$ cat config.mk
export PLATFORM = sky130hd
export DESIGN_NAME = multicycle_sequencer
export DESIGN_NICKNAME = d
export VERILOG_FILES = /design/src/rtl/multicycle_sequencer.sv
export SDC_FILE = /design/constraint.sdc
export NUM_CORES = 1
export LEC_CHECK = 0
export CAP_MARGIN = 30
export CORE_MARGIN = 8
export CORE_UTILIZATION = 42
export CTS_BUF_LIST = sky130_fd_sc_hd__clkbuf_16
export DETAILED_ROUTE_END_ITERATION = 7
export PLACE_DENSITY = 0.78
export SYNTH_ARGS = -nofsm -noshare
export SYNTH_HDL_FRONTEND = slang
export SYNTH_SLANG_ARGS = --single-unit
export TNS_END_PERCENT = 30
$ cat constraint.sdc
create_clock -name clk -period 2.1 [get_ports clk]
set_clock_uncertainty 0.05 [all_clocks]
set_input_delay 0.42 -clock clk [delete_from_list [all_inputs] [get_ports clk]]
set_output_delay 0.42 -clock clk [all_outputs]
set_load 0.05 [all_outputs]
$ cat src/rtl/multicycle_sequencer.sv
// Control sequencer for a multicycle CPU: FETCH/DECODE/EXEC/MEM/WB(/FAULT) walking one instruction at a time.
// Latency: R-type 4, LW 5, SW 4, BEQ/BNE/J 3 cycles when memory answers on the first request.
// Backpressure: FETCH and MEM hold with stable outputs until mem_rdy; optional MEM_TIMEOUT_EN traps a stuck memory in FAULT.
module multicycle_sequencer #(
  parameter int TIMEOUT_CYCLES = 15
) (
  input  logic       clk,
  input  logic       rst_n,
  input  logic [3:0] opcode,
  input  logic       mem_rdy,
  input  logic       zero,
  output logic       ir_load,
  output logic       pc_load,
  output logic [1:0] pc_src,
  output logic       mem_req,
  output logic       mem_we,
  output logic       iord,
  output logic [1:0] alu_op,
  output logic       reg_write,
  output logic       mem_to_reg,
  output logic       reg_dst,
  output logic       instr_done,
  output logic [2:0] state,
  output logic       fault
);

  typedef enum logic [2:0] {
    S_FETCH  = 3'd0,
    S_DECODE = 3'd1,
    S_EXEC   = 3'd2,
    S_MEM    = 3'd3,
    S_WB     = 3'd4,
    S_FAULT  = 3'd5
  } state_e;

  localparam logic [3:0] OP_LW  = 4'b0000;
  localparam logic [3:0] OP_SW  = 4'b0001;
  localparam logic [3:0] OP_BEQ = 4'b1011;
  localparam logic [3:0] OP_BNE = 4'b1100;
  localparam logic [3:0] OP_J   = 4'b1101;

  localparam logic [1:0] PC_INC = 2'b00;
  localparam logic [1:0] PC_BR  = 2'b01;
  localparam logic [1:0] PC_JMP = 2'b10;

  localparam logic [1:0] ALU_R   = 2'b00;
  localparam logic [1:0] ALU_SUB = 2'b01;
  localparam logic [1:0] ALU_ADD = 2'b10;

  state_e     state_q, state_d;
  logic [3:0] op_q, op_d;

  // Opcode class flags, always derived from the latched opcode.
  logic is_lw, is_sw, is_beq, is_bne, is_j, is_rtype;

  // Timeout trigger: high in the wait cycle that exhausts the budget.
  logic timeout_hit;

  // Ungated control outputs; reset gating is applied afterwards.
  logic       ir_load_c, pc_load_c, mem_req_c, mem_we_c, iord_c;
  logic       reg_write_c, mem_to_reg_c, reg_dst_c, instr_done_c, fault_c;
  logic [1:0] pc_src_c, alu_op_c;

  // Decode the latched opcode into instruction classes.
  always_comb begin
    is_lw    = (op_q == OP_LW);
    is_sw    = (op_q == OP_SW);
    is_beq   = (op_q == OP_BEQ);
    is_bne   = (op_q == OP_BNE);
    is_j     = (op_q == OP_J);
    is_rtype = !(is_lw || is_sw || is_beq || is_bne || is_j);
  end

`ifdef MEM_TIMEOUT_EN
  localparam int CW = (TIMEOUT_CYCLES < 2) ? 1 : $clog2(TIMEOUT_CYCLES + 1);

  logic [CW-1:0] wait_cnt_q, wait_cnt_d;
  logic          waiting;

  // Count consecutive unanswered memory cycles; any answer or state change restarts it.
  always_comb begin
    waiting     = ((state_q == S_FETCH) || (state_q == S_MEM)) && !mem_rdy;
    wait_cnt_d  = '0;
    timeout_hit = 1'b0;
    if (waiting) begin
      wait_cnt_d  = wait_cnt_q + CW'(1);
      timeout_hit = ((int'(wait_cnt_q) + 1) >= TIMEOUT_CYCLES);
    end
  end

  // Wait counter register.
  always_ff @(posedge clk or negedge rst_n) begin
    if (!rst_n) begin
      wait_cnt_q <= '0;
    end else begin
      wait_cnt_q <= wait_cnt_d;
    end
  end
`else
  logic unused_timeout_cfg;

  // Without the timeout option memory waits forever and FAULT is never entered.
  always_comb begin
    timeout_hit = 1'b0;
  end

  assign unused_timeout_cfg = (TIMEOUT_CYCLES != 0);
`endif

  // Next-state and raw control outputs; everything not asserted below stays 0.
  always_comb begin
    state_d      = state_q;
    op_d         = op_q;
    ir_load_c    = 1'b0;
    pc_load_c    = 1'b0;
    pc_src_c     = PC_INC;
    mem_req_c    = 1'b0;
    mem_we_c     = 1'b0;
    iord_c       = 1'b0;
    alu_op_c     = ALU_R;
    reg_write_c  = 1'b0;
    mem_to_reg_c = 1'b0;
    reg_dst_c    = 1'b0;
    instr_done_c = 1'b0;
    fault_c      = 1'b0;

    case (state_q)
      S_FETCH: begin
        mem_req_c = 1'b1;
        iord_c    = 1'b0;
        if (mem_rdy) begin
          ir_load_c = 1'b1;
          pc_load_c = 1'b1;
          pc_src_c  = PC_INC;
          state_d   = S_DECODE;
        end else if (timeout_hit) begin
          state_d = S_FAULT;
        end
      end

      S_DECODE: begin
        // The external IR is only trusted here; later states work from op_q.
        op_d    = opcode;
        state_d = S_EXEC;
      end

      S_EXEC: begin
        if (is_lw || is_sw) begin
          alu_op_c = ALU_ADD;
          state_d  = S_MEM;
        end else if (is_beq || is_bne) begin
          alu_op_c     = ALU_SUB;
          pc_src_c     = PC_BR;
          pc_load_c    = is_beq ? zero : !zero;
          instr_done_c = 1'b1;
          state_d      = S_FETCH;
        end else if (is_j) begin
          alu_op_c     = ALU_R;
          pc_src_c     = PC_JMP;
          pc_load_c    = 1'b1;
          instr_done_c = 1'b1;
          state_d      = S_FETCH;
        end else begin
          alu_op_c = ALU_R;
          state_d  = S_WB;
        end
      end

      S_MEM: begin
        mem_req_c = 1'b1;
        iord_c    = 1'b1;
        mem_we_c  = is_sw;
        if (mem_rdy) begin
          if (is_sw) begin
            instr_done_c = 1'b1;
            state_d      = S_FETCH;
          end else begin
            state_d = S_WB;
          end
        end else if (timeout_hit) begin
          state_d = S_FAULT;
        end
      end

      S_WB: begin
        reg_write_c  = 1'b1;
        instr_done_c = 1'b1;
        mem_to_reg_c = is_lw;
        reg_dst_c    = is_rtype;
        state_d      = S_FETCH;
      end

      S_FAULT: begin
`ifdef MEM_TIMEOUT_EN
        // Sticky until reset: a hung memory must not be silently retried.
        fault_c = 1'b1;
        state_d = S_FAULT;
`else
        state_d = S_FETCH;
`endif
      end

      default: begin
        state_d = S_FETCH;
      end
    endcase
  end

  // State and latched opcode registers.
  always_ff @(posedge clk or negedge rst_n) begin
    if (!rst_n) begin
      state_q <= S_FETCH;
      op_q    <= 4'd0;
    end else begin
      state_q <= state_d;
      op_q    <= op_d;
    end
  end

  // Force every output low while reset is held, so a reset mid-access drops mem_req at once.
  always_comb begin
    ir_load    = ir_load_c & rst_n;
    pc_load    = pc_load_c & rst_n;
    pc_src     = pc_src_c & {2{rst_n}};
    mem_req    = mem_req_c & rst_n;
    mem_we     = mem_we_c & rst_n;
    iord       = iord_c & rst_n;
    alu_op     = alu_op_c & {2{rst_n}};
    reg_write  = reg_write_c & rst_n;
    mem_to_reg = mem_to_reg_c & rst_n;
    reg_dst    = reg_dst_c & rst_n;
    instr_done = instr_done_c & rst_n;
    state      = state_q & {3{rst_n}};
    fault      = fault_c & rst_n;
  end

endmodule

==> report_table.html, run 1 <==
<table>
<tr><th>Metric</th><th>Value</th></tr>
<tr><th colspan="2">Outcome</th></tr>
<tr><td>Result of the run</td><td>finished, final reports clean</td></tr>
<tr><th colspan="2">Cells and area</th></tr>
<tr><td>Total of fill cells in the finished design</td><td>83</td></tr>
<tr><td>Antenna diodes</td><td>0</td></tr>
<tr><td>Number of nets in the finished design</td><td>103</td></tr>
<tr><td>Area of the multi-input gates</td><td>457.9 um^2</td></tr>
<tr><td>Ratio of cells with drive above 1 in the final layout</td><td>0.5319</td></tr>
<tr><td>Area occupied by registers</td><td>180.2 um^2</td></tr>
<tr><td>Final cell area excluding filler cells</td><td>1200 um^2</td></tr>
<tr><td>Final core utilization</td><td>0.8253</td></tr>
<tr><td>Final cell count without fillers</td><td>110</td></tr>
<tr><td>Layout-stage area growth over the synthesis result</td><td>91.42%</td></tr>
<tr><th colspan="2">Route</th></tr>
<tr><td>Final antenna-violating net count</td><td>0</td></tr>
<tr><td>Initial drt markers</td><td>15</td></tr>
<tr><td>First-pass iteration count of the detailed router</td><td>4</td></tr>
<tr><td>Average via count per standard cell</td><td>5.609</td></tr>
<tr><td>Routed via count</td><td>617</td></tr>
<tr><td>Routed WL</td><td>1884 um</td></tr>
<tr><td>Routed length per instance</td><td>17.13 um</td></tr>
<tr><td>DRC errors left</td><td>0</td></tr>
<tr><th colspan="2">Logic synthesis</th></tr>
<tr><td>Mapped Avg Cell Area</td><td>9.356 um^2</td></tr>
<tr><td>Number of enable-type register cells in the synthesized netlist</td><td>0</td></tr>
<tr><td>Leading post-synthesis cells by instance count</td><td>7 x dfrtp_1, 5 x and2_1</td></tr>
<tr><td>Count of warnings emitted by yosys</td><td>0</td></tr>
<tr><td>Commonest register cell after synthesis</td><td>dfrtp_1</td></tr>
<tr><td>Area fraction of the dominant cell type after synthesis</td><td>0.2794</td></tr>
<tr><td>Number of unique standard cell types used by synthesis</td><td>41</td></tr>
<tr><td>Most frequently used cell type in the post-synthesis netlist</td><td>dfrtp_1</td></tr>
<tr><td>Synthesized Nets</td><td>75</td></tr>
<tr><td>Number of storage elements in the synthesis netlist</td><td>7</td></tr>
<tr><td>Post-synthesis instance total</td><td>67</td></tr>
<tr><td>Top cell type by total area after synthesis</td><td>dfrtp_1</td></tr>
<tr><td>Ranking of synthesized cells by area</td><td>dfrtp_1 28%, and2_1 5.0%, a311oi_1 4.2%, buf_6 3.6%, mux2_1 3.6%</td></tr>
<tr><td>Sequential share of the synthesized area</td><td>0.2794</td></tr>
<tr><td>Mapped Area</td><td>626.9 um^2</td></tr>
<tr><td>Asr flop ratio synth</td><td>1.000</td></tr>
<tr><th colspan="2">Floorplanning</th></tr>
<tr><td>Die height</td><td>54.63 um</td></tr>
<tr><td>Die area</td><td>2984 um^2</td></tr>
<tr><td>Count of boundary I/O pins</td><td>25</td></tr>
<tr><td>Die Wd</td><td>54.63 um</td></tr>
<tr><td>Cell Rows</td><td>14</td></tr>
<tr><td>Area of the core</td><td>1454 um^2</td></tr>
<tr><td>Initial cell density of the core</td><td>0.4312</td></tr>
<tr><th colspan="2">Critical path</th></tr>
<tr><td>Cell-by-cell listing of the critical path</td><td>inv_2 &gt; nand4_1 &gt; buf_4 &gt; a311oi_4 &gt; buf_12</td></tr>
<tr><td>Worst EP arrival</td><td>1.58 ns</td></tr>
<tr><td>Peak per-stage delay on the critical path</td><td>0.48 ns</td></tr>
<tr><td>Required @ worst endpoint</td><td>1.63 ns</td></tr>
<tr><td>Type of the worst setup path</td><td>flop to primary output</td></tr>
<tr><td>Start point of the critical path</td><td>state_q[0]</td></tr>
<tr><td>Kind of end point of the critical path</td><td>primary output</td></tr>
<tr><td>Critical Path Sink</td><td>reg_dst</td></tr>
<tr><td>Launching element type of the critical path</td><td>flop</td></tr>
<tr><td>Largest delay contributor family on the critical path</td><td>buffers and inverters</td></tr>
<tr><td>Crit Path Max Fanout</td><td>10</td></tr>
<tr><td>Beginning of the worst register-to-register path</td><td>op_q[1]</td></tr>
<tr><td>Critical register-to-register path endpoint</td><td>state_q[2]</td></tr>
<tr><td>Critical Path Slowest Stage Cell</td><td>dfrtp_2</td></tr>
<tr><td>Crit. path cell count</td><td>5</td></tr>
<tr><td>Register-to-register setup slack</td><td>0.36 ns</td></tr>
<tr><td>Count of buffering cells on the critical path with inverters included</td><td>3</td></tr>
<tr><td>Cells on worst reg2reg path</td><td>3</td></tr>
<tr><th colspan="2">Pwr</th></tr>
<tr><td>Register share of total power</td><td>0.254</td></tr>
<tr><td>Peak supply drop</td><td>0.001095 V</td></tr>
<tr><td>Leakage power total</td><td>0.4858 nW</td></tr>
<tr><td>Clock Power Share</td><td>0.189</td></tr>
<tr><td>Net switching power</td><td>0.7276 mW</td></tr>
<tr><td>Share of power burned in combinational logic</td><td>0.557</td></tr>
<tr><td>Switching Fraction</td><td>0.4458</td></tr>
<tr><td>Pwr dens</td><td>1360 nW/um^2</td></tr>
<tr><td>Internal power</td><td>0.9046 mW</td></tr>
<tr><th colspan="2">CTS</th></tr>
<tr><td>Max Root-Sink Buffers</td><td>2</td></tr>
<tr><td>Clock transition at the registers of the reported paths</td><td>0.03 ns</td></tr>
<tr><td>Hold Buf Count CTS</td><td>0</td></tr>
<tr><td>Post-CTS Setup Inserts</td><td>0</td></tr>
<tr><td>TritonCTS clock tree</td><td>built</td></tr>
<tr><td>Cell chosen for the clock root</td><td>clkbuf_16</td></tr>
<tr><td>CTS buffer count</td><td>3</td></tr>
<tr><td>H-tree depth reported by CTS</td><td>1</td></tr>
<tr><td>Worst skew pair latency</td><td>0.23 ns</td></tr>
<tr><td>CTS sink count</td><td>7</td></tr>
<tr><th colspan="2">Placed design</th></tr>
<tr><td>Area after DPL</td><td>1071 um^2</td></tr>
<tr><td>Pre-CTS setup slack</td><td>-0.1825 ns</td></tr>
<tr><td>Count of input and output buffers</td><td>23</td></tr>
<tr><td>Placed cells</td><td>106</td></tr>
<tr><td>Half-perimeter wire length after placement</td><td>1471 um</td></tr>
<tr><td>Placer congestion estimate</td><td>0.8435</td></tr>
<tr><th colspan="2">STA</th></tr>
<tr><td>Post-layout min period</td><td>2.054 ns</td></tr>
<tr><td>Maximum clock frequency</td><td>486.8 MHz</td></tr>
<tr><td>Setup slack of the critical path after layout</td><td>0.04587 ns</td></tr>
<tr><td>Final critical-path share of the clock period</td><td>0.9782</td></tr>
<tr><td>Number of hold violations in the final report</td><td>0</td></tr>
<tr><td>Count of final setup violators</td><td>0</td></tr>
<tr><td>Unrepaired setup endpoints after global routing</td><td>true</td></tr>
<tr><td>Total negative slack</td><td>0 ns</td></tr>
<tr><td>Max-slew violation total from the final report</td><td>0</td></tr>
<tr><th colspan="2">GRT</th></tr>
<tr><td>Overall overflow remaining after global route</td><td>0</td></tr>
<tr><td>Initial antenna violation count</td><td>0</td></tr>
<tr><td>Global-route total usage across every layer</td><td>0.1313</td></tr>
<tr><td>Largest net degree at the start of global routing</td><td>12</td></tr>
<tr><td>Global-route wire length before repair</td><td>2891 um</td></tr>
<tr><td>Via count of the first global-routing pass</td><td>624</td></tr>
<tr><th colspan="2">Min path</th></tr>
<tr><td>Worst hold path type</td><td>input port to async pin</td></tr>
<tr><th colspan="2">Flow run</th></tr>
<tr><td># Max-Cap Violations</td><td>0</td></tr>
</table>
[power by group through the flow]
stage / clock network (mW) / registers, mW / logic (mW)
6_report: 0.309 / 0.415 / 0.909
5_1_grt: 0.322 / 0.433 / 0.962
4_1_cts: 0.314 / 0.384 / 0.896
3_5_place_dp: 0 / 0.378 / 0.870
3_3_place_gp: 0 / 0.364 / 0.836
2_1_floorplan: 0 / 0.243 / 0.694
[flip-flops by register name, indices dropped and copies added, names as in the netlist]
name and count:
op_q 4, state_q 3
[kinds of logic (layout without fill, tap and decap cells)]
kind of cell              after synthesis  count (layout)  synth area share
muxes                                   4               4           0.07185
and+or+nand+nor                        29              29            0.3413
other                                   1               1          0.005982
AOI/OAI and AO/OA                      12              12            0.1617
buffers and inverters                  12              39            0.1118
xor gates and xnor gates                2               2           0.02795
DFF                                     7               7            0.2794
[layer usage]
layer / vias to the layer above / part of all wire / track usage / routed length (um)
met2: 17 / 0.57 / 0.2509 / 1066
met4: 0 / 0 / 0.04508 / 0
met1: 299 / 0.39 / 0.1346 / 726
li1: 301 / - / - / -
met3: 0 / 0.049 / 0.02989 / 92
met5: - / 0 / 0 / 0
[through the flow]
| step | hold slack, ns | power, mW |
|---|---|---|
| detailed placement | 0.6078 | 1.248 |
| global route | 0.2939 | 1.716 |
| global placement | 0.5692 | 1.200 |
| CTS | 0.2793 | 1.593 |
| floorplan | 0.07441 | 0.9367 |
| finish | 0.2817 | 1.632 |
[cell usage in the layout, fill, tap and decap left out, types with 2 or more instances in the layout]
cell	n
a311oi_1	2
o21a_1	2
inv_2	2
clkdlybuf4s50_1	5
buf_12	16
mux2_2	2
nand3_1	3
nand2_1	2
and2_1	5
nor3b_2	2
dfrtp_2	4
clkbuf_16	3
mux2_1	2
inv_1	3
dfrtp_1	3
dlygate4sd2_1	2
buf_4	8
[final cells by class]
type / instances / area share
sequential: 7 / 0.1502
clock buffer: 3 / 0.06257
tap: 16 / 0.01668
inverter: 4 / 0.01251
timing repair buffer: 31 / 0.3733
multi-input combinational: 48 / 0.3816
clock inverter: 1 / 0.003128
[worst min-delay path by stage]
stage                    start    endpoint  slack (ns)  cells after the start
floorplan                rst_n     op_q[0]        0.07                      0
global placement    state_q[1]  state_q[1]        0.57                      1
detailed placement  state_q[1]  state_q[1]        0.61                      1
CTS                      rst_n     op_q[2]        0.28                      2
global route             rst_n     op_q[0]        0.29                      2
finish                   rst_n     op_q[1]        0.28                      2
[what timing repair did]
action,4_1_cts,5_1_grt
cloned,0,0
pin swaps,1,0
setup endpoints to repair,9,7
gates resized for setup,7,7
(Power assumes the default switching activity.)
==> run 2, diff against run 1 <==
- PLACE_DENSITY: 0.78 -> 0.82
- TNS_END_PERCENT: 30 -> unset
==> report_table.html, run 2 (same netlist as run 1, synthesis figures left out) <==
<table>
<tr><th>Metric</th><th>Value</th></tr>
<tr><th colspan="2">Cells and area</th></tr>
<tr><td>Commonest cells after routing, fill and taps aside</td><td>16 x buf_12, 9 x buf_4, 7 x dfrtp_2</td></tr>
<tr><td>Total of fill cells in the finished design</td><td>57</td></tr>
<tr><td>Area of the multi-input gates</td><td>473.0 um^2</td></tr>
<tr><td>Most frequent standard cell in the layout excluding fill and tap cells</td><td>buf_12</td></tr>
<tr><td>Antenna diodes</td><td>0</td></tr>
<tr><td>Ratio of cells with drive above 1 in the final layout</td><td>0.6061</td></tr>
<tr><td>Layout-stage area growth over the synthesis result</td><td>102.6%</td></tr>
<tr><td>Top Registers</td><td>op_q (4), state_q (3)</td></tr>
<tr><td>Flip-flop count of the largest register, all copies and words added</td><td>4</td></tr>
<tr><td>Register with the highest flop count</td><td>op_q</td></tr>
<tr><td>Number of nets in the finished design</td><td>108</td></tr>
<tr><td>Area occupied by registers</td><td>183.9 um^2</td></tr>
<tr><td>Final cell count without fillers</td><td>115</td></tr>
<tr><th colspan="2">Critical path</th></tr>
<tr><td>Kind of end point of the critical path</td><td>primary output</td></tr>
<tr><td>Type of the worst setup path</td><td>flop to primary output</td></tr>
<tr><td>Launching element type of the critical path</td><td>flop</td></tr>
<tr><td>Required @ worst endpoint</td><td>1.63 ns</td></tr>
<tr><td>Crit Path Max Fanout</td><td>8</td></tr>
<tr><td>Worst EP arrival</td><td>1.55 ns</td></tr>
<tr><th colspan="2">CTS</th></tr>
<tr><td>H-tree depth reported by CTS</td><td>1</td></tr>
<tr><td>Clock transition at the registers of the reported paths</td><td>0.04 ns</td></tr>
<tr><td>Hold Buf Count CTS</td><td>0</td></tr>
<tr><td>CTS sink count</td><td>7</td></tr>
<tr><td>CTS buffer count</td><td>3</td></tr>
<tr><td>Worst skew pair latency</td><td>0.23 ns</td></tr>
<tr><td>TritonCTS clock tree</td><td>built</td></tr>
<tr><td>Cell chosen for the clock root</td><td>clkbuf_16</td></tr>
<tr><td>Max Root-Sink Buffers</td><td>2</td></tr>
<tr><th colspan="2">Route</th></tr>
<tr><td>Routed WL</td><td>2237 um</td></tr>
<tr><td>Average via count per standard cell</td><td>5.861</td></tr>
<tr><td>Routed length per instance</td><td>19.45 um</td></tr>
<tr><td>DRC errors left</td><td>0</td></tr>
<tr><td>Routed via count</td><td>674</td></tr>
<tr><td>Final antenna-violating net count</td><td>0</td></tr>
<tr><td>Initial drt markers</td><td>19</td></tr>
<tr><td>First-pass iteration count of the detailed router</td><td>4</td></tr>
<tr><th colspan="2">Floorplanning</th></tr>
<tr><td>Die Wd</td><td>54.63 um</td></tr>
<tr><td>Die area</td><td>2984 um^2</td></tr>
<tr><td>Cell Rows</td><td>14</td></tr>
<tr><td>Initial cell density of the core</td><td>0.4312</td></tr>
<tr><td>Area of the core</td><td>1454 um^2</td></tr>
<tr><td>Die height</td><td>54.63 um</td></tr>
<tr><td>Count of boundary I/O pins</td><td>25</td></tr>
<tr><th colspan="2">GRT</th></tr>
<tr><td>Initial antenna violation count</td><td>0</td></tr>
<tr><td>Global-route wire length before repair</td><td>3588 um</td></tr>
<tr><td>Largest net degree at the start of global routing</td><td>12</td></tr>
<tr><td>Global-route total usage across every layer</td><td>0.1669</td></tr>
<tr><td>Overall overflow remaining after global route</td><td>0</td></tr>
<tr><td>Via count of the first global-routing pass</td><td>705</td></tr>
<tr><th colspan="2">Pwr</th></tr>
<tr><td>Peak supply drop</td><td>0.0009427 V</td></tr>
<tr><td>Pwr dens</td><td>1404 nW/um^2</td></tr>
<tr><td>Leakage power total</td><td>0.5269 nW</td></tr>
<tr><td>Final total power</td><td>1.783 mW</td></tr>
<tr><th colspan="2">Placed design</th></tr>
<tr><td>Half-perimeter wire length after placement</td><td>1414 um</td></tr>
<tr><td>Count of input and output buffers</td><td>23</td></tr>
<tr><td>Placer congestion estimate</td><td>0.8762</td></tr>
<tr><td>Placed cells</td><td>105</td></tr>
<tr><th colspan="2">STA</th></tr>
<tr><td>Count of final setup violators</td><td>0</td></tr>
<tr><td>Max-slew violation total from the final report</td><td>0</td></tr>
<tr><td>Total negative slack</td><td>0 ns</td></tr>
<tr><td>Maximum clock frequency</td><td>494.6 MHz</td></tr>
<tr><td>Number of hold violations in the final report</td><td>0</td></tr>
<tr><td>Worst-case hold slack</td><td>0.2765 ns</td></tr>
<tr><td>Post-layout min period</td><td>2.022 ns</td></tr>
<tr><td>Final critical-path share of the clock period</td><td>0.9628</td></tr>
<tr><th colspan="2">Flow run</th></tr>
<tr><td># Max-Cap Violations</td><td>0</td></tr>
<tr><th colspan="2">Outcome</th></tr>
<tr><td>Result of the run</td><td>finished, final reports clean</td></tr>
<tr><th colspan="2">Min path</th></tr>
<tr><td>Worst hold path type</td><td>input port to async pin</td></tr>
</table>
[run 2: metrics by stage]
stage / util / setup WS [ns] / cell area, um^2
floorplan: - / -0.1385 / 663.1
global placement: 0.7367 / -0.1622 / 1071
detailed placement: 0.7367 / -0.2031 / 1071
CTS: 0.8176 / 0.01577 / 1189
global route: 0.8735 / -0.001866 / 1270
finish: 0.8735 / 0.07815 / 1270
[run 2: final timing paths]
kind | endpoint | start | slack [ns] | cells past startpoint
max reg2reg | state_q[2] | op_q[2] | 0.46 | 4
min in group clk | state_q[1] | mem_rdy | 0.54 | 2
min | op_q[0] | rst_n | 0.28 | 2
max | mem_to_reg | state_q[1] | 0.08 | 5
min reg2reg | state_q[2] | state_q[2] | 0.61 | 2
max in group asynchronous | state_q[2] | rst_n | 1.58 | 2
[run 2: where the power goes]
part	internal [mW]	switching (mW)	leakage (nW)
registers	0.213	0.183	0.0772
logic	0.525	0.540	0.407
clock network	0.248	0.0734	0.0423
total	0.986	0.797	0.527
[run 2: timing repair]
action / 4_1_cts / 5_1_grt
resized for setup: 12 / 10
buffers inserted: 0 / 6
pin swaps: 3 / 3
endpoints found under the setup margin: 12 / 5
[run 2: final cells by class]
cell class,count,area share
sequential,7,0.1448
clock inverter,1,0.002956
timing repair buffer,36,0.3911
inverter,4,0.01379
tap,16,0.01576
clock buffer,3,0.05911
multi-input combinational,48,0.3724
[run 2: critical path, stage by stage, from the launching register on]
cell and delay [ns]:
dfrtp_2 0.48, inv_4 0.11, nand4_1 0.19, buf_4 0.22, nor3_4 0.15, buf_12 0.16
[run 2: per-layer routing]
metal / track usage / vias up / wire (um)
li1: - / 309 / -
met1: 0.1852 / 333 / 941
met2: 0.2679 / 30 / 1120
met3: 0.05163 / 2 / 146
met4: 0.1107 / 0 / 28
met5: 0 / - / 0
